--- src/rtl/mem_access_unit.sv ---
// Load/store initiator between the multicycle datapath and a word-wide data memory.
// Handles byte/half/word accesses, read-modify-write for sub-word stores, and load extension.
module mem_access_unit #(
    parameter int WORD_ADDR_BITS = 8
) (
    input  logic        clk,
    input  logic        rst,
    input  logic        req_valid,
    output logic        req_ready,
    input  logic        req_write,
    input  logic [1:0]  req_size,
    input  logic        req_signed,
    input  logic [31:0] req_addr,
    input  logic [31:0] req_wdata,
    output logic        resp_valid,
    output logic        resp_err,
    output logic [31:0] resp_rdata,
    output logic [31:0] mem_address,
    output logic        mem_write,
    output logic [31:0] mem_wdata,
    input  logic [31:0] mem_rdata,
    output logic [1:0]  fsm_state
);

    // Handshake: a request transfers on a rising edge where req_valid && req_ready;
    // req_ready is high only in IDLE and the request inputs are ignored elsewhere.
    typedef enum logic [1:0] {
        IDLE = 2'd0,
        RD   = 2'd1,
        WR   = 2'd2,
        RESP = 2'd3
    } state_t;

    state_t      state;
    state_t      state_nxt;

    logic [1:0]  lat_off;
    logic [1:0]  lat_size;
    logic        lat_write;
    logic        lat_signed;
    logic [15:0] lat_wdata;

    logic        accept;
    logic        misaligned;
    logic        out_of_range;
    logic        bad_size;
    logic        req_err;

    function automatic logic [31:0] extract(input logic [31:0] word, input logic [1:0] off,
                                            input logic [1:0] size, input logic sgn);
        logic [7:0]  b;
        logic [15:0] h;
        logic [31:0] r;
        b = word[{off, 3'b000} +: 8];
        h = off[1] ? word[31:16] : word[15:0];
        case (size)
            2'b00:   r = sgn ? {{24{b[7]}}, b} : {24'h0, b};
            2'b01:   r = sgn ? {{16{h[15]}}, h} : {16'h0, h};
            default: r = word;
        endcase
        return r;
    endfunction

    function automatic logic [31:0] merge(input logic [31:0] word, input logic [1:0] off,
                                          input logic [1:0] size, input logic [15:0] data);
        logic [31:0] r;
        r = word;
        if (size == 2'b00) begin
            r[{off, 3'b000} +: 8] = data[7:0];
        end else begin
            r[{off[1], 4'b0000} +: 16] = data;
        end
        return r;
    endfunction

    assign accept       = req_valid && (state == IDLE);
    assign misaligned   = ((req_size == 2'b01) && req_addr[0]) ||
                          ((req_size == 2'b10) && (req_addr[1:0] != 2'b00));
    assign out_of_range = |req_addr[31:WORD_ADDR_BITS+2];
    assign bad_size     = (req_size == 2'b11);
    assign req_err      = misaligned || out_of_range || bad_size;
    assign fsm_state    = state;

    always_comb begin
        state_nxt = state;
        req_ready = 1'b0;
        mem_write = 1'b0;
        case (state)
            IDLE: begin
                req_ready = 1'b1;
                if (accept) begin
                    if (req_err) begin
                        state_nxt = RESP;
                    end else if (req_write && (req_size == 2'b10)) begin
                        state_nxt = WR;
                    end else begin
                        state_nxt = RD;
                    end
                end
            end
            RD:      state_nxt = lat_write ? WR : RESP;
            WR: begin
                mem_write = 1'b1;
                state_nxt = RESP;
            end
            RESP:    state_nxt = IDLE;
            default: state_nxt = IDLE;
        endcase
    end

    always_ff @(posedge clk or negedge rst) begin
        if (!rst) begin
            state       <= IDLE;
            lat_off     <= 2'b00;
            lat_size    <= 2'b00;
            lat_write   <= 1'b0;
            lat_signed  <= 1'b0;
            lat_wdata   <= 16'h0;
            mem_address <= 32'h0;
            mem_wdata   <= 32'h0;
            resp_valid  <= 1'b0;
            resp_err    <= 1'b0;
            resp_rdata  <= 32'h0;
        end else begin
            state <= state_nxt;
            if (accept) begin
                lat_off    <= req_addr[1:0];
                lat_size   <= req_size;
                lat_write  <= req_write;
                lat_signed <= req_signed;
                lat_wdata  <= req_wdata[15:0];
                // Rejected requests never touch the memory-side registers.
                if (!req_err) begin
                    mem_address <= {{(32-WORD_ADDR_BITS){1'b0}}, req_addr[WORD_ADDR_BITS+1:2]};
                    if (req_write && (req_size == 2'b10)) begin
                        mem_wdata <= req_wdata;
                    end
                end
            end
            if ((state == RD) && lat_write) begin
                mem_wdata <= merge(mem_rdata, lat_off, lat_size, lat_wdata);
            end
            resp_valid <= (state_nxt == RESP);
            resp_err   <= accept && req_err;
            resp_rdata <= ((state == RD) && !lat_write) ?
                          extract(mem_rdata, lat_off, lat_size, lat_signed) : 32'h0;
        end
    end

endmodule

--- config.mk ---
export PLATFORM = sky130hd
export DESIGN_NAME = mem_access_unit
export DESIGN_NICKNAME = d
export VERILOG_FILES = /design/src/rtl/mem_access_unit.sv
export SDC_FILE = /design/constraint.sdc
export NUM_CORES = 1
export LEC_CHECK = 0
export ABC_CLOCK_PERIOD_IN_PS = 4100
export CELL_PAD_IN_SITES_DETAIL_PLACEMENT = 2
export CELL_PAD_IN_SITES_GLOBAL_PLACEMENT = 2
export CORE_ASPECT_RATIO = 0.9
export CORE_MARGIN = 2
export CORE_UTILIZATION = 28
export CTS_CLUSTER_DIAMETER = 120
export DETAILED_ROUTE_END_ITERATION = 12
export PLACE_DENSITY = 0.9
export SYNTH_ARGS = -nofsm -noshare
export SYNTH_HDL_FRONTEND = slang
export SYNTH_SLANG_ARGS = --single-unit
export TNS_END_PERCENT = 100
--- constraint.sdc ---
create_clock -name clk -period 4.1 [get_ports clk]
set_input_delay 0.41 -clock clk [delete_from_list [all_inputs] [get_ports clk]]
set_output_delay 0.41 -clock clk [all_outputs]
set_load 0.02 [all_outputs]
# Word-level counts from Yosys, hierarchy flattened

Index checks and enable logic that the tools add are counted.

Add/sub/neg operators: 2
$mul: 0
Div/mod/pow operators: 0
$lt $le $gt $ge: 0
Equal/unequal tests: 9
Shift-type cells: 5
Multiplexer cells: 19
Bitwise logic cells: 1
Reduce and logical (&&, ||, !) cells: 19

Operator list:

| operator                                                                | count |
|---|---|
| 32-bit two-way mux                                                      | 8 |
| 32-bit bitwise mux                                                      | 2 |
| 32-bit one-hot mux with 2 select lines                                  | 1 |
| 16-bit by 7-bit variable shift with 32-bit output, first input constant | 1 |
| 8-bit by 7-bit variable shift with 32-bit output, first input constant  | 1 |
| 16-bit by 7-bit variable part select with 32-bit output                 | 1 |
| 32-bit by 6-bit variable part select with 8-bit output                  | 1 |
| 8-bit by 7-bit variable part select with 32-bit output                  | 1 |
| 22-bit OR reduction                                                     | 1 |
| 16-bit two-way mux                                                      | 1 |
| 5-bit negation with 7-bit output                                        | 2 |
| 2-bit == test, second input constant                                    | 5 |
| 2-bit one-hot mux with 4 select lines                                   | 1 |
| 1-bit logical AND                                                       | 7 |
| 2-bit by 1-bit == test with 1-bit output, second input constant         | 3 |
| 2-bit two-way mux                                                       | 3 |
| 2-bit nonzero test                                                      | 3 |
| 2-bit logical NOT                                                       | 2 |
| 1-bit logical OR                                                        | 3 |
| 1-bit two-way mux                                                       | 3 |
| 3-bit AND reduction                                                     | 1 |
| 2-bit by 1-bit != test with 1-bit output, second input constant         | 1 |
| 2-bit AND reduction                                                     | 1 |
| 1-bit logical NOT                                                       | 1 |
| 1-bit inverter                                                          | 1 |

Register bits: 98
Bits in latches: 0
RAM bits: 0
ROM bits: 0
Output and inout port bits: 102
Memories: 0

# Longest topological paths before layout

Gate-level depths: netlist of run 1.

Word-level depth: 9
Mapped depth: 8
Depth with buffers taken out: 7

# Worst setup path before layout of run 1

OpenSTA, ideal clock, no wires.

Path type: flip-flop to flip-flop
Start point: register state[1] (netlist: fsm_state[1])
End point: register mem_wdata[24]
Library setup time: 0.125 ns
Arrival: 2.138 ns
Required time: 3.975 ns
Setup slack: 1.837 ns
Stages on the path, launching flop included: 8
Buffers on the path: 2
Cells stage by stage: dfrtp_1 > inv_1 > ha_1 > and2_1 > clkbuf_1 > a31oi_1 > buf_2 > mux2_2

Word-level cells in the longest chain between the ends: 4

Ends and longest elaborated chain:

| element                                                                                         | line    | RTL |
|---|---|---|
| start, declared                                                                                 | 34      | `state_t state;` |
| start signal, assigned                                                                          | 125     | `state <= state_nxt;` |
| 2-bit by 1-bit == test with 1-bit output or 2-bit logical NOT (tied branches)                   | 140, 76 |  |
| 1-bit logical AND, on equally long branches                                                     | 140, 76 |  |
| 2-bit by 1-bit != test with 1-bit output (no source line) or 2-bit nonzero test (tied branches) | -       |  |
| 3-bit AND reduction (no source line)                                                            | -       |  |
| end signal, assigned                                                                            | 136     | `mem_wdata <= req_wdata;` |
| end signal, assigned                                                                            | 141     | `mem_wdata <= merge(mem_rdata, lat_off, lat_size, lat_wdata);` |
| end, declared                                                                                   | 20      | `output logic [31:0] mem_wdata,` |

Parallel ways exist; a longest one is shown, timed or not.
A chain may end at the register's enable or synchronous reset.

# Worst setup path in the final report of run 1

Start point: register state[1] (netlist: fsm_state[1])
End point: register mem_wdata[23]

The elaborated chain is that of the path after synthesis.

==> metrics, run 1 <==
Tot Pwr 5.17 mW; Mapped Cells 522; GP Congestion 0.914; Longest Clk Path Bufs 2; Detail Route Antenna Nets 0; Tcrit/Tclk final 74.6%; Num CTS Buffers 9; post-DR vias/cell a little over 5; Hold Path Class in -> async; Worst slew margin approximately 22%; TritonCTS clock tree yes; max-slew violation count 0; Hold Vio Cnt, Final 0; WS Path Type reg -> reg; largest family of logic cells by synthesized area compound AO/OA/AOI/OAI gates; full die area 0.0199 mm^2; Tot GR Track Use 21.7%; crit-path leading delay family simple AND/OR/NAND/NOR gates; slowest stage delay, CP roughly 950 ps; cell area after layout ~0.0075 mm^2; first-pass GRT wire length 32.8 mm; H-Tree Depth 3; DRC viols 0; Seq cells post-synth 98; Synth area leaders dfrtp_1, mux2_2, a221oi_1; die width 149 um; Distinct cells, synth 45; Starting DRT DRC Count 209; post-route setup TNS 0 ps; Post-CTS Setup Inserts 0; register area share after synthesis 46.5%; clk slew on worst S/H paths approximately 70 ps; top cells by count, synth dfrtp_1, nand2_1, mux2_2; FP Rows 47; Die Ht 134 um; multiplexer share of the synthesized area 15.7%; Port Buffers 180; largest net degree at the start of global routing 74; crit-path cells inv_1 -> ha_1 -> and2_1 -> a31oi_4 -> mux2_1; Crit. End Element flop; area fraction of the dominant cell type after synthesis 46.5%; fill cell count 1919; Worst setup SP type flop; Setup Slack @ Placement 852 ps; CP max stage cell and2_1; Slew @ Worst Pin 1170 ps; Max Fclk 0.327 GHz; initial core utilization 28.6%; post-cts sizing count 0; initial antenna violation count 1; Post-Route Skew between 6 and 7 ps; Buf/Inv on CP 1; CP Data Arrival Time 3300 ps; area leader, netlist dfrtp_1; grt total ovfl 0; Worst IR Drop VDD between 0.2 and 0.3 mV; Max FO, Critical Path 32; WP data required 4340 ps; I/O Pins 205; cell area after synthesis 0.00527 mm^2; Placed Area 0.00719 mm^2; post-DP HPWL between 15 and 20 mm; count leader, synth dfrtp_1; vias in the first global route 5403; Post-synth EDFFs 0; Net count, final 796; unrepaired setup endpoints after global routing no; predominant post-synthesis flop cell dfrtp_1; YS warnings 0; Skew-Pair Late Insertion Delay 350 ps; hold_buf cts 0; Pleak 3.16 nW; Core Area 0.0184 mm^2; complex-gate fraction of the synthesized area 16.8%; Syn-to-layout area delta 42.3%; max-cap violations 0; clock root buffer clkbuf_16; final core occ 40.8%; xor and xnor area share after synthesis 0%; Post-Synth Adder-Cell Area 1.90%; status finished clean; layout cell share with drive strength beyond 1 13.8%; Final setup viols 0; Avg Cell Area, Syn 10.1 um^2; post-synthesis simple-gate area fraction 11.4%; Total Wirelength 21.3 mm; DRT Pass-1 Iters 4; Final Critical Period 3060 ps; final worst-path setup slack 1040 ps; wire per inst 22.8 um; Clock Sinks 98; DR vias 4849; Synth async-reset ratio 100%; power per cell area 689 mW/mm^2
==> report_power, final <==
| group | switching [mW] | internal [mW] | leakage [nW] |
|---|---|---|---|
| registers | 0.299 | 1.32 | 1.25 |
| logic | 1.50 | 1.14 | 1.75 |
| clock network | 0.398 | 0.510 | 0.153 |
| total | 2.20 | 2.97 | 3.16 |
==> path summary, 6_finish.rpt <==
kind,from,to,slack [ps],cells after the start
worst max-delay path,fsm_state[1],mem_wdata[23],1040,5
worst min-delay path,rst,resp_rdata[21],200,1
worst max register to register,fsm_state[1],mem_wdata[23],1040,5
worst min register to register,mem_wdata[22],mem_wdata[22],510,1
max in group asynchronous,rst,resp_rdata[2],2960,2
min in group clk,mem_wdata[22],mem_wdata[22],510,1
==> cell usage in the layout, fill, tap and decap left out, drive strengths merged, types with 6 or more instances in the layout <==
| master | n |
|---|---|
| clkdlybuf4s50 | 179 |
| dfrtp | 98 |
| mux2 | 68 |
| nand2 | 58 |
| nor2 | 53 |
| o21ai | 45 |
| a221oi | 39 |
| a21oi | 28 |
| conb | 24 |
| inv | 17 |
| clkbuf | 11 |
| ha | 8 |
| buf | 7 |
| nor4 | 7 |
| nand2b | 6 |
| a222oi | 6 |
==> through the flow <==
| stage | cells | hold slack (ps) |
|---|---|---|
| 3_3_place_gp | 919 | 491 |
| 4_1_cts | 935 | 245 |
| 5_1_grt | 935 | 289 |
| 3_5_place_dp | 919 | 495 |
| 6_report | 936 | 201 |
| 2_1_floorplan | 545 | 114 |
==> kinds of logic (layout without fill, tap and decap cells) <==
group           count (synthesis)  in the layout
compound gates                132            132
flops                          98             98
buf+inv                        73            218
simple gates                  139            139
mux                            71             71
fa+ha+maj                       8              8
other cells                     1             25
==> layer usage <==
layer  up-vias  share of wire, %  GRT usage (%)
li1       2156                 -              -
met5         -                 0              0
met2       190                49           36.3
met1      2487                43           28.7
met4         0               1.0           5.13
met3        16               7.1           4.97
==> registers in the layout, summed over array words and instances (netlist names) <==
register / flops
resp_rdata: 32
fsm_state: 2
lat_signed: 1
lat_write: 1
resp_valid: 1
resp_err: 1
mem_address: 8
lat_wdata: 16
mem_wdata: 32
lat_off: 2
lat_size: 2
==> final cells by class <==
cell class / instances / area [um^2] / area share, %
diodes: 1 / 2.50 / 0.0334
repair buffers: 186 / 1840 / 24.6
flip-flops and latches: 98 / 2450 / 32.7
multi-input cells: 374 / 2520 / 33.6
clock buffers: 11 / 253 / 3.37
well taps: 245 / 307 / 4.09
clock inverters: 5 / 60.1 / 0.801
inverters: 16 / 60.1 / 0.801
Power figures use the tool's default switching activity.
==> inputs of run 2 (changes only) <==
--- a/config.mk
+++ b/config.mk
@@ -5,15 +5,15 @@
 export SDC_FILE = /design/constraint.sdc
 export NUM_CORES = 1
 export LEC_CHECK = 0
-export ABC_CLOCK_PERIOD_IN_PS = 4100
+export ABC_CLOCK_PERIOD_IN_PS = 2940
 export CELL_PAD_IN_SITES_DETAIL_PLACEMENT = 2
 export CELL_PAD_IN_SITES_GLOBAL_PLACEMENT = 2
 export CORE_ASPECT_RATIO = 0.9
 export CORE_MARGIN = 2
-export CORE_UTILIZATION = 28
+export CORE_UTILIZATION = 26
 export CTS_CLUSTER_DIAMETER = 120
 export DETAILED_ROUTE_END_ITERATION = 12
-export PLACE_DENSITY = 0.9
+export PLACE_DENSITY = 0.84
 export SYNTH_ARGS = -nofsm -noshare
 export SYNTH_HDL_FRONTEND = slang
 export SYNTH_SLANG_ARGS = --single-unit
==> constraint.sdc (replaced) <==
create_clock -name clk -period 2.94 [get_ports clk]
set_input_delay 0.294 -clock clk [delete_from_list [all_inputs] [get_ports clk]]
set_output_delay 0.294 -clock clk [all_outputs]
set_load 0.02 [all_outputs]
==> metrics, run 2 (synthesis results as in run 1) <==
unrepaired setup endpoints after global routing no; Hold Path Class reg -> reg; status finished clean; layout cell share with drive strength beyond 1 14.5% (+0.72 points); fill cell count 2133 (+11%); Tot GR Track Use 20.3% (-1.5 points); worst r2r src lat_off[0]; Port Buffers 180 (unchanged); Total Wirelength 21.5 mm (+0.69%); H-Tree Depth 3 (unchanged); CP Data Arrival Time 2860 ps (-440 ps); DRC viols 0 (unchanged); leading cell type in the layout, fill and taps excluded clkdlybuf4s50_1; FP Rows 49 (+4.3%); slowest stage delay, CP 780 ps (-170 ps); Core Area 0.0199 mm^2 (+8.3%); DR vias 4760 (-1.8%); M1 GR Usage 26.6% (-2.0 points); grt total ovfl 0 (unchanged); crit-path leading delay family simple AND/OR/NAND/NOR gates; wire per inst 22.5 um (-1.0%); Post-Route Skew 10.9 ps (+4.43 ps); WS Path Type reg -> reg; DRT Pass-1 Iters 5 (+1); Final setup viols 0 (unchanged); GP Congestion 0.893 (-2.3%); crit-path cells inv_2 -> ha_1 -> nand2_1 -> nor3_1 -> a221oi_1 -> o21ai_0 -> mux2_2; WP data required 3230 ps (-1110 ps); Hold Vio Cnt, Final 0 (unchanged); Longest Clk Path Bufs 2 (unchanged); post-route setup TNS 0 ps (unchanged); Tcrit/Tclk final 87.3% (+13 points); Skew-Pair Late Insertion Delay 360 ps (about the same); initial core utilization 26.5% (-2.2 points); clock root buffer clkbuf_16; post-DP HPWL 16.8 mm (+1.8%); Clock Sinks 98 (unchanged); Pleak 3.20 nW (+1.4%); final core occ 38.1% (-2.7 points); met3 Resource Use GR 6.09% (+1.1 points); Seq. cell area 0.00245 mm^2 (unchanged); most frequent cells in the layout clkdlybuf4s50_1, dfrtp_1, nand2_1; global route hottest layer met2; Net count, final 803 (+0.88%); Detail Route Antenna Nets 0 (unchanged); Worst Setup SP lat_off[0]; Crit. End Element flop; biggest regs mem_wdata: 32 flops, resp_rdata: 32 flops, lat_wdata: 16 flops; max-cap violations 0 (unchanged); vias in the first global route 5366 (-0.68%); Starting DRT DRC Count 180 (-14%); cell area after layout 0.00758 mm^2 (+1.1%); Tot Pwr 7.25 mW (+40%); Buf/Inv on CP 1 (unchanged); I/O Pins 205 (unchanged); number of inserted diodes 0 (-1); area of the multi-input gates 0.00252 mm^2 (unchanged); Syn-to-layout area delta 43.9%; Slew @ Worst Pin 1020 ps (-146 ps); Max FO, Critical Path 9 (-72%); largest net degree at the start of global routing 51 (-31%); Placed Area 0.00726 mm^2 (+0.97%); clk slew on worst S/H paths 70 ps (about the same); TritonCTS clock tree yes; Worst Hold Launch mem_wdata[22]; Die Ht 139 um (+3.7%); Post-CTS Setup Inserts 0 (unchanged); post-DR vias/cell 5.00 (-3.5%); first-pass GRT wire length 32.7 mm (about the same); Final Critical Period 2570 ps (-494 ps); die width 154 um (+3.7%); full die area 0.0214 mm^2 (+7.5%); CP max stage cell nor3_1; routing usage on met2 33.2% (-3.2 points); Worst IR Drop VDD 0.465 mV (+62%); power per cell area 956 mW/mm^2 (+39%); max-slew violation count 0 (unchanged); Max Fclk 0.390 GHz (+19%); Worst setup SP type flop; initial antenna violation count 1 (unchanged); Num CTS Buffers 9 (unchanged); Worst slew margin 31.3% (+9.2 points)
-- run 2: metrics by stage --
step / hold WS (ps) / cells / setup WS [ps]
2_1_floorplan: -1.59 / 545 / 677
3_3_place_gp: 355 / 935 / 366
3_5_place_dp: 372 / 935 / 223
4_1_cts: 497 / 952 / 355
5_1_grt: 502 / 952 / 120
6_report: 492 / 952 / 375
-- run 2: final timing paths --
path	endpoint	slack, ps	cells after the start
min reg2reg	mem_wdata[22]	490	1
max in group asynchronous	lat_signed	1720	3
max	mem_wdata[13]	370	7
min	mem_wdata[22]	490	1
max reg2reg	mem_wdata[13]	370	7
min in group asynchronous	mem_wdata[22]	500	2
-- run 2: layer usage --
| metal | vias up | share of wire, % | wire, um |
|---|---|---|---|
| li1 | 2163 | - | - |
| met1 | 2417 | 43 | 9300 |
| met2 | 163 | 48 | 10400 |
| met3 | 17 | 7.2 | 1550 |
| met4 | 0 | 1.1 | 241 |
| met5 | - | 0 | 0 |
-- run 2: worst reg2reg max path, delay by kind of cell, from the launching register on --
family          cells  cell delay, ps
buf+inv             1             140
flops               1             440
fa+ha+maj           1             380
mux                 1             190
simple gates        2             850
compound gates      2             510
-- run 2: cell type report --
cell class,count,area share [%]
well taps,255,4.21
clock buffers,9,2.97
flip-flops and latches,98,32.3
inverters,16,0.792
multi-input cells,374,33.3
clock inverters,7,1.22
repair buffers,193,25.2
-- run 2: timing repair --
action,4_1_cts,5_1_grt
hold endpoints to repair,22,0
hold buffers,1,0
resized for setup,0,0
setup endpoints to repair,0,0
-- run 2: where the power goes --
part	total, mW	internal (mW)	switching, mW	leakage [nW]
combinational	3.70	1.62	2.08	1.79
sequential	2.27	1.83	0.432	1.25
clock	1.29	0.746	0.542	0.160
total	7.25	4.20	3.05	3.20
